--- config.mk ---
export PLATFORM = sky130hd
export DESIGN_NAME = voice_mixer
export DESIGN_NICKNAME = d
export VERILOG_FILES = /design/src/rtl/voice_mixer.sv
export SDC_FILE = /design/constraint.sdc
export NUM_CORES = 1
export LEC_CHECK = 0
export CORE_MARGIN = 4
export CORE_UTILIZATION = 48
export CTS_BUF_LIST = sky130_fd_sc_hd__clkbuf_8
export DETAILED_ROUTE_END_ITERATION = 16
export PLACE_DENSITY_LB_ADDON = 0.15
export SYNTH_ARGS = -nofsm -noshare
export SYNTH_HDL_FRONTEND = slang
export SYNTH_SLANG_ARGS = --single-unit
--- constraint.sdc ---
create_clock -name clk -period 2.55 [get_ports clk]
set_input_delay 0.3825 -clock clk [delete_from_list [all_inputs] [get_ports clk]]
set_output_delay 0.3825 -clock clk [all_outputs]
set_load 0.05 [all_outputs]
--- src/rtl/voice_mixer.sv ---
// voice_mixer: masks, sums, attenuates and saturates three voice samples into one codec sample.
//   Ports: clk, reset (sync, active-high), new_sample_in strobe with wave1..wave3,
//   toggle_pulse/mute_all edit the voice enable mask, clip_clear zeroes clip_count;
//   outputs sample_out/sample_valid (3-cycle latency), voice_en, clip_count, peak_level.
//   Optional peak meter enabled by defining VOICE_MIX_PEAK_EN (else peak_level = 0).
module voice_mixer #(
  parameter int SAMPLE_WIDTH = 16,
  parameter int GAIN_SHIFT   = 2,
  parameter int PEAK_DECAY   = 4800
) (
  input  logic                    clk,
  input  logic                    reset,
  input  logic                    new_sample_in,
  input  logic [SAMPLE_WIDTH-1:0] wave1,
  input  logic [SAMPLE_WIDTH-1:0] wave2,
  input  logic [SAMPLE_WIDTH-1:0] wave3,
  input  logic [2:0]              toggle_pulse,
  input  logic                    mute_all,
  input  logic                    clip_clear,
  output logic [SAMPLE_WIDTH-1:0] sample_out,
  output logic                    sample_valid,
  output logic [2:0]              voice_en,
  output logic [7:0]              clip_count,
  output logic [3:0]              peak_level
);
  localparam int SW = SAMPLE_WIDTH;
  localparam int AW = SW + 2;
  localparam logic signed [AW-1:0] MAXV = {3'b000, {(SW-1){1'b1}}};
  localparam logic signed [AW-1:0] MINV = {3'b111, {(SW-1){1'b0}}};
  logic [2:0]           voice_en_q, voice_en_d;
  logic [SW-1:0]        w1_q, w1_d, w2_q, w2_d, w3_q, w3_d;
  logic                 v1_q, v1_d, v2_q, v2_d;
  logic signed [AW-1:0] sum_q, sum_d, shifted, sat;
  logic [SW-1:0]        sample_out_q, sample_out_d;
  logic                 sample_valid_q, sample_valid_d;
  logic [7:0]           clip_count_q, clip_count_d;
  logic                 clip;
  always_comb begin
    voice_en_d     = mute_all ? 3'b000 : voice_en_q ^ toggle_pulse;
    v1_d           = new_sample_in;
    w1_d           = new_sample_in ? (voice_en_q[0] ? wave1 : '0) : w1_q;
    w2_d           = new_sample_in ? (voice_en_q[1] ? wave2 : '0) : w2_q;
    w3_d           = new_sample_in ? (voice_en_q[2] ? wave3 : '0) : w3_q;
    v2_d           = v1_q;
    sum_d          = {{2{w1_q[SW-1]}}, w1_q} + {{2{w2_q[SW-1]}}, w2_q} + {{2{w3_q[SW-1]}}, w3_q};
    shifted        = sum_q >>> GAIN_SHIFT;
    sat            = shifted > MAXV ? MAXV : shifted < MINV ? MINV : shifted;
    clip           = v2_q && (sat != shifted);
    sample_valid_d = v2_q;
    sample_out_d   = v2_q ? sat[SW-1:0] : sample_out_q;
    clip_count_d   = clip_clear ? 8'd0 : (clip && clip_count_q != 8'hFF) ? clip_count_q + 8'd1 : clip_count_q;
  end
  always_ff @(posedge clk) begin
    if (reset) begin
      voice_en_q     <= 3'b111;
      v1_q           <= 1'b0;
      v2_q           <= 1'b0;
      sample_out_q   <= '0;
      sample_valid_q <= 1'b0;
      clip_count_q   <= '0;
    end else begin
      voice_en_q     <= voice_en_d;
      v1_q           <= v1_d;
      v2_q           <= v2_d;
      sample_out_q   <= sample_out_d;
      sample_valid_q <= sample_valid_d;
      clip_count_q   <= clip_count_d;
    end
    w1_q  <= w1_d;
    w2_q  <= w2_d;
    w3_q  <= w3_d;
    sum_q <= sum_d;
  end
  assign sample_out   = sample_out_q;
  assign sample_valid = sample_valid_q;
  assign voice_en     = voice_en_q;
  assign clip_count   = clip_count_q;
`ifdef VOICE_MIX_PEAK_EN
  localparam int CW = $clog2(PEAK_DECAY + 1);
  logic [3:0]    peak_q, peak_d, lvl;
  logic [CW-1:0] cnt_q, cnt_d;
  logic [SW-1:0] mag;
  logic          hit, dec;
  always_comb begin
    // -full_scale has no positive twin, so clamp it to +full_scale
    mag    = !sample_out_q[SW-1] ? sample_out_q :
             sample_out_q == {1'b1, {(SW-1){1'b0}}} ? {1'b0, {(SW-1){1'b1}}} : -sample_out_q;
    lvl    = mag[SW-2:SW-5];
    hit    = lvl >= peak_q;
    dec    = cnt_q == CW'(PEAK_DECAY - 1);
    peak_d = !sample_valid_q ? peak_q : hit ? lvl : dec ? peak_q - 4'd1 : peak_q;
    cnt_d  = !sample_valid_q ? cnt_q : (hit || dec) ? '0 : cnt_q + 1'b1;
  end
  always_ff @(posedge clk) begin
    if (reset) begin
      peak_q <= '0;
      cnt_q  <= '0;
    end else begin
      peak_q <= peak_d;
      cnt_q  <= cnt_d;
    end
  end
  assign peak_level = peak_q;
`else
  assign peak_level = 4'd0;
`endif
endmodule
# ---- Word level (Yosys, flattened, before mapping)
# Cells that the tools add are included.
dict set report classes {
  eq_ne 2
  mux 3
  addsub 3
  n_bitwise 1
  n_reduce_logical 3
  magnitude_cmp 2
}
# op n
set ops {}
lappend ops {{$mux W18} 2}
lappend ops {{$add A17 B16 Y18} 1}
lappend ops {{$ne A18 B16 Y1} 1}
lappend ops {{$add A16 B16 Y17} 1}
lappend ops {{$gt A16 B16 Y1 const B} 1}
lappend ops {{$lt A16 B16 Y1 const B} 1}
lappend ops {{$add A8 B1 Y8 const B} 1}
lappend ops {{$ne A8 B8 Y1 const B} 1}
lappend ops {{$mux W3} 1}
lappend ops {{$xor A3 B3 Y3} 1}
lappend ops {{$logic_and A1 B1 Y1} 2}
lappend ops {{$reduce_or A2 Y1} 1}
dict set report word_totals {
  wordCells 24
  reg_bits 96
  input_bits 56
  output_inout_bits 32
}

# ---- Logic depth before layout (Yosys ltp)
# Gate-level depths: netlist of the first run.
dict set report depth {
  ltp_word 6
  ltp_mapped 9
  mapped_depth_nobuf 9
}

# ---- Worst setup path after synthesis of the first run
# OpenSTA, ideal clock, no wires.
dict set report synth_timing {
  kind {register to register}
  startpoint {reg w1_q[2]}
  endpoint {reg sum_q[17]}
  setup_ns 0.057
  path_slack_ns 0.017
  t_arrival_ns 2.476
  path_buffers 0
  t_required_ns 2.493
  stages_incl_launch_ff 8
  period_less_slack_ns 2.533
  path_cell_list {edfxtp_1 > fa_1 > fa_1 > a21o_1 > a221oi_2 > nor2_1 > a221oi_2 > a221o_2}
}
dict set report synth_via {
  elab_chain_cells 2
}
# element line
set synth_lines {}
lappend synth_lines {{from (decl)} 31} ;# logic [SW-1:0] w1_q, w1_d, w2_q, w2_d, w3_q, w3_d;
lappend synth_lines {{from (signal assigned)} 69} ;# w1_q <= w1_d;
lappend synth_lines {{$add A16 B16 Y17} 45} ;# sum_d = {{2{w1_q[SW-1]}}, w1_q} + {{2{w2_q[SW-1]}}, w2_q} + {{2{w3_q[SW-1]}}, w3_q};
lappend synth_lines {{$add A17 B16 Y18} 45}
lappend synth_lines {{net sum_d[17]} 33} ;# logic signed [AW-1:0] sum_q, sum_d, shifted, sat;
lappend synth_lines {{to (signal assigned)} 72} ;# sum_q <= sum_d;
lappend synth_lines {{to (decl)} 33}
# The timed path passes the listed nets, and every way through them passes these cells.
# A chain may end at the register's enable or synchronous reset.

# ---- Final worst setup path of the first run
dict set report layout_timing {
  startpoint {reg w2_q[2]}
  endpoint {reg sum_q[13]}
}
dict set report layout_via {
  elab_chain_cells 2
}
# element line
set layout_lines {}
lappend layout_lines {{from (decl)} 31}
lappend layout_lines {{from (signal assigned)} 70} ;# w2_q <= w2_d;
lappend layout_lines {{$add A16 B16 Y17} 45}
lappend layout_lines {{$add A17 B16 Y18} 45}
lappend layout_lines {{net sum_d[13]} 33}
# The timed path passes the listed nets, and every way through them passes these cells.

==> results of run 1 <==
==> state kept, by name, summed over array words and instances (netlist names) <==
signal          cells
sample_valid_d      1
w3_q               16
w2_q               16
sample_valid        1
sum_q              16
clip_count          8
voice_en            3
sample_out         16
v1_q                1
w1_q               16
==> cell usage after synthesis, types with 2 or more instances <==
cell type	instances	area, sq um
a221oi_1	2	17.5
a21oi_1	8	40.0
o21ai_0	6	30.0
a31oi_1	2	12.5
clkbuf_1	7	26.3
edfxtp_1	48	1440
fa_1	16	320
o2111ai_1	3	26.3
inv_1	8	30.0
xor2_1	5	43.8
nand4_1	2	12.5
dfxtp_1	46	921
nand2b_1	2	12.5
nand3_1	4	20.0
nor3_1	4	20.0
nor2b_1	4	25.0
o21bai_1	3	22.5
buf_4	4	30.0
mux2i_1	16	160
and2_1	56	350
a221oi_2	2	30.0
nand2_1	6	22.5
a21o_1	7	52.6
nor2_1	26	97.6
ha_1	16	200
xnor2_1	8	70.1
==> power by group through the flow <==
stage                     Sequential (mW)  Clock (mW)  Combinational, mW
after global placement               1.94           0               1.00
final                                1.90       0.874               1.12
after global routing                 1.93       0.959               1.23
after CTS                            1.91       0.893               1.04
after detailed placement             1.94           0               1.02
after floorplan                      2.01           0              0.595
==> cell type report <==
class,count,area (sq um),share of cell area
Clock buffer,9,124,0.0227
Tap cell,105,131,0.0241
Timing Repair Buffer,102,968,0.178
Multi-Input combinational cell,216,1790,0.328
Inverter,8,30.0,0.00551
Clock inverter,7,50.0,0.00918
Sequential cell,94,2360,0.433
==> logic make-up (layout without fill, tap and decap cells) <==
| family | count (synthesis) | count (layout) | synth area share |
|---|---|---|---|
| AO/OA/AOI/OAI | 41 | 41 | 0.0726 |
| XOR/XNOR | 13 | 13 | 0.0274 |
| adder cells (fa/ha/maj) | 32 | 32 | 0.125 |
| buffers and inverters | 20 | 126 | 0.0220 |
| flip-flops | 94 | 94 | 0.569 |
| multiplexers | 16 | 16 | 0.0386 |
| other | 1 | 4 | 0.000903 |
| AND/OR/NAND/NOR | 110 | 110 | 0.145 |
==> final timing paths <==
kind,slack [ns],cells after the start,endpoint,start
worst max-delay path,0.01,7,sum_q[13],w2_q[2]
worst min-delay path,0.45,1,sample_valid_d,v1_q
worst min register to register,0.45,1,sample_valid_d,v1_q
worst max register to register,0.01,7,sum_q[13],w2_q[2]
==> layout by cell type (no fill, tap or decap), types with 6 or more instances in the layout <==
cell type and count:
and2_1 56, nor2_1 25, clkdlybuf4s50_1 82, ha_1 14, nand2_1 6, inv_1 9, a21oi_1 6, clkbuf_8 9
buf_4 19, dfxtp_1 46, fa_1 15, a21o_1 7, edfxtp_1 48, xnor2_1 8, mux2i_1 16
==> layer usage <==
| metal | part of all wire | vias up | routed length, um |
|---|---|---|---|
| met3 | 0.061 | 11 | 458 |
| met1 | 0.46 | 1258 | 3450 |
| met5 | 0 | - | 0 |
| met2 | 0.46 | 74 | 3480 |
| li1 | - | 1346 | - |
| met4 | 0.013 | 0 | 101 |
==> critical path, cell delays in order, from the launching register on <==
cell      delay (ns)
edfxtp_1        0.41
fa_1            0.54
fa_2            0.41
a21o_1          0.21
a221oi_4        0.32
nor3_1          0.10
or4_1           0.41
nand3_1         0.07
==> repair_timing <==
item / 4_1_cts / 5_1_grt
endpoints found under the setup margin: 5 / 8
buffers inserted: 1 / 3
hold buffers: 0 / 0
resized for setup: 3 / 12
pin swaps: 4 / 6
endpoints found under the hold margin: 0 / 0
==> flow_metrics.py, run 1 <==
metrics = {
    "grt": {
        "grt-busiest-layer": "met2",
        "use_met2": 0.247,
        "grt_pass1_vias": 2677,
        "grt_use_met1": 0.204,
        "groute.usage.overall": 0.153,
        "grt_pass1_wl_um": 12200,
        "grt_max_degree": 25,
        "met3_usage": 0.0311,
        "antenna_found_initial": 0,
        "grt_overflow": 0,
    },
    "clocking": {
        "root_buffer": "clkbuf_8",
        "cts_buffer_depth": 2,
        "cts_buffers": 9,
        "cts_tree": "yes",
        "cts_max_level": 3,
        "clk_pin_slew_ns": 0.10,
        "clk_latency_ns": 0.36,
        "clkSinkCount": 94,
    },
    "timing": {
        "hold_violations": 0,
        "maxSlewViolCount": 0,
        "period_minus_slack_ns": 2.54,
        "timing_worst_slew_pin_value_ns": 0.915,
        "setup_viol": 0,
        "layout_setup_ws_ns": 0.0148,
        "max_freq_mhz": 394,
        "hold-worst-slack_ns": 0.449,
        "maxSlewHeadroom": 0.389,
        "finalSetupTns_ns": 0,
        "finalCritPeriodShare": 0.994,
        "fin_skew_ns": 0.0145,
        "rsz0062_at_grt": "yes",
    },
    "pwr": {
        "p_per_area_nw_per_um2": 714,
        "clock_power_share": 0.224,
        "p_leak_nw": 2.14,
        "irDropWorstVdd_v": 0.000262,
        "finalPower_mw": 3.89,
        "power_frac_seq": 0.489,
        "p_comb_frac": 0.287,
        "p_switching_mw": 1.18,
        "internal_power_mw": 2.71,
        "switching_share": 0.304,
    },
    "yosys": {
        "ys_seq_area_frac": 0.569,
        "synth-seq-cells": 94,
        "synthesis.area_sq_um": 4150,
        "async_flop_share": 0,
        "synth_cells": 327,
        "syn_area_per_cell_sq_um": 12.7,
        "synth_edf_count": 48,
        "synth_ff_type": "edfxtp_1",
        "yosys_warnings": 0,
        "yosysUniqueCellTypes": 42,
    },
    "worst_setup_path": {
        "cp-end-kind": "register",
        "cp.arrival_ns": 2.83,
        "worstSetupStartpointType": "register",
        "critical_path_class": "register to register",
        "crit_required_ns": 2.85,
        "critPathMaxFanout": 4,
    },
    "placement": {
        "hpwl_um": 5780,
        "gp_congestion": 0.758,
        "placed_area_sq_um": 5170,
        "portBuffers": 83,
        "pre_cts_ws_ns": -0.115,
        "placed_cells": 521,
    },
    "detailed_routing": {
        "drt-pass1-iter-count": 4,
        "first_iter_violations": 60,
        "postRouteAntennaNets": 0,
        "routedWlPerCell_um": 13.8,
        "via_count": 2689,
        "post_drt_via_cell_ratio": 4.97,
        "drc_errors": 0,
        "wirelength_um": 7490,
    },
    "run": {
        "cap_violations": 0,
    },
    "finish": {
        "diodes": 0,
        "final_nets": 519,
        "nFillCells": 650,
        "drive_above_1_share": 0.117,
        "area_growth_pct": 31.3,
        "final_cells": 541,
        "final_area_sq_um": 5450,
        "utilization": 0.657,
    },
    "floorplanning": {
        "rows": 33,
        "num_io_pins": 88,
        "die_h_um": 101,
        "start_util": 0.501,
        "core_sq_um": 8300,
        "dieArea_sq_um": 10200,
        "chipWidth_um": 101,
    },
    "status": {
        "status": "complete, no violations",
    },
    "worst_hold_path": {
        "worstHoldPathType": "register to register",
    },
}
(Power assumes the default switching activity.)
==> run 2: changes to the inputs <==
--- a/config.mk
+++ b/config.mk
@@ -8,8 +8,9 @@
 export CORE_MARGIN = 4
 export CORE_UTILIZATION = 48
 export CTS_BUF_LIST = sky130_fd_sc_hd__clkbuf_8
+export CTS_CLUSTER_DIAMETER = 60
 export DETAILED_ROUTE_END_ITERATION = 16
-export PLACE_DENSITY_LB_ADDON = 0.15
+export PLACE_DENSITY = 0.82
 export SYNTH_ARGS = -nofsm -noshare
 export SYNTH_HDL_FRONTEND = slang
 export SYNTH_SLANG_ARGS = --single-unit
==> run 2 against run 1 <==
Compared with the run above: the flow now finishes with violations (setup timing); register-to-register slack got worse by 0.05 ns; combinational power about the same; power is 2.9% higher; core utilization rose by 0.20 points; critical path depth up 2; clock skew fell by 0.0031 ns.
==> flow_metrics.py, run 2 (synthesis results as in run 1) <==
metrics = {
    "worst_setup_path": {
        "rr_worst_depth": 9,
        "rr_endpoint": "sum_q[17]",
        "cpMostUsedCell": "nor2_2",
        "r2r_start": "w3_q[1]",
        "cpPeakStageDelay_ns": 0.58,
        "crit_required_ns": 2.84,
        "cp_top_family": "compound AO/OA/AOI/OAI gates",
        "path_buf_inv": 1,
        "cp.arrival_ns": 2.88,
        "ff2ff_setup_slack_ns": -0.03,
        "worstSetupStartpointType": "register",
        "critical_path_class": "register to register",
        "slowest_stage": "fa_1",
        "cp_cell_sequence": "inv_2 > fa_1 > nor2_2 > fa_2 > a21o_1 > a221oi_4 > nor2_2 > a221oi_2 > a221o_2",
        "critPathMaxFanout": 3,
        "startpoint": "w3_q[1]",
        "cp-end-kind": "register",
    },
    "pwr": {
        "p_leak_nw": 2.15,
        "p_per_area_nw_per_um2": 733,
        "finalPower_mw": 4.01,
        "irDropWorstVdd_v": 0.000338,
    },
    "timing": {
        "hold_violations": 0,
        "maxSlewHeadroom": 0.418,
        "layout_setup_ws_ns": -0.0330,
        "timing_worst_slew_pin_value_ns": 0.872,
        "maxSlewViolCount": 0,
        "max_freq_mhz": 387,
        "period_minus_slack_ns": 2.58,
        "fin_skew_ns": 0.0114,
        "rsz0062_at_grt": "yes",
        "finalCritPeriodShare": 1.01,
        "setup_viol": 3,
    },
    "finish": {
        "area_growth_pct": 31.7,
        "final_area_sq_um": 5470,
        "final_nets": 516,
        "final_cells": 538,
        "final_common_cell": "clkdlybuf4s50_1",
        "drive_above_1_share": 0.120,
        "diodes": 0,
        "ff_latch_area_sq_um": 2360,
        "nFillCells": 618,
        "multi_input_area_sq_um": 1800,
        "final_cell_mix": "clkdlybuf4s50_1, and2_1, edfxtp_1",
    },
    "status": {
        "status": "finished with violations",
        "violations": "setup timing",
    },
    "grt": {
        "groute.usage.overall": 0.162,
        "antenna_found_initial": 0,
        "grt_pass1_wl_um": 12800,
        "grt_pass1_vias": 2829,
        "grt_max_degree": 27,
        "grt_overflow": 0,
    },
    "detailed_routing": {
        "wirelength_um": 8100,
        "routedWlPerCell_um": 15.1,
        "drc_errors": 0,
        "first_iter_violations": 88,
        "via_count": 2750,
        "postRouteAntennaNets": 0,
        "drt-pass1-iter-count": 4,
        "post_drt_via_cell_ratio": 5.11,
    },
    "worst_hold_path": {
        "min_from": "v1_q",
        "whs_path_depth": 1,
        "worstHoldPathType": "register to register",
        "holdPathEnd": "sample_valid_d",
    },
    "floorplanning": {
        "num_io_pins": 88,
        "dieArea_sq_um": 10200,
        "die_h_um": 101,
        "start_util": 0.501,
        "chipWidth_um": 101,
        "rows": 33,
        "core_sq_um": 8300,
    },
    "clocking": {
        "cts_hold_buf": 0,
        "clk_latency_ns": 0.35,
        "clkSinkCount": 94,
        "cts_buffers": 9,
        "cts_buffer_depth": 2,
        "cts_max_level": 3,
        "cts_tree": "yes",
        "clk_pin_slew_ns": 0.09,
        "root_buffer": "clkbuf_8",
    },
    "placement": {
        "placed_area_sq_um": 5150,
        "placed_cells": 518,
        "hpwl_um": 6160,
        "portBuffers": 83,
        "gp_congestion": 0.869,
    },
    "run": {
        "cap_violations": 0,
    },
}
-- run 2: repair_timing --
action                     CTS  global route
gates resized for setup      2            18
buffers inserted             1             3
pin swaps                    5            11
setup endpoints to repair    4             9
-- run 2: worst register-to-register path, stage by stage (launching register included) --
cell	delay (ns)
edfxtp_1	0.36
inv_2	0.04
fa_1	0.58
nor2_2	0.07
fa_2	0.36
a21o_1	0.21
a221oi_4	0.31
nor2_2	0.09
a221oi_2	0.32
a221o_2	0.20
-- run 2: worst max path at each step --
| stage | to | slack [ns] | depth (start not counted) |
|---|---|---|---|
| after floorplan | sum_q[17] | 0.02 | 7 |
| after global placement | sum_q[17] | 0.003 | 7 |
| after detailed placement | sum_q[17] | -0.05 | 7 |
| after CTS | sum_q[17] | 0.002 | 9 |
| after global routing | sum_q[17] | -0.13 | 9 |
| final | sum_q[17] | -0.03 | 9 |
-- run 2: power by group --
| group | leakage [nW] | switching (mW) | internal [mW] |
|---|---|---|---|
| Clock | 0.105 | 0.486 | 0.478 |
| Sequential | 0.865 | 0.0860 | 1.82 |
| Combinational | 1.18 | 0.607 | 0.533 |
| Total | 2.15 | 1.18 | 2.83 |
-- run 2: layout make-up --
type                            count  share of cell area
Sequential cell                    94               0.432
Multi-Input combinational cell    216               0.328
Timing Repair Buffer               99               0.174
Clock buffer                       10              0.0252
Tap cell                          105              0.0240
Clock inverter                      6              0.0114
Inverter                            8             0.00549
-- run 2: routing by layer --
layer	vias to the layer above	GRT usage	part of all wire
met4	0	0.0634	0.021
met1	1299	0.192	0.40
met5	-	0	0
met3	17	0.0394	0.060
li1	1339	-	-
met2	95	0.281	0.52
-- run 2: metrics by stage --
step	setup TNS (ns)	hold WS, ns	utilization	setup slack (ns)
2_1_floorplan	0	0.414	-	0.0167
3_3_place_gp	0	0.417	0.621	0.00307
3_5_place_dp	-0.104	0.431	0.621	-0.0524
4_1_cts	0	0.443	0.646	0.00179
5_1_grt	-0.449	0.457	0.659	-0.126
6_report	-0.0497	0.438	0.659	-0.0330
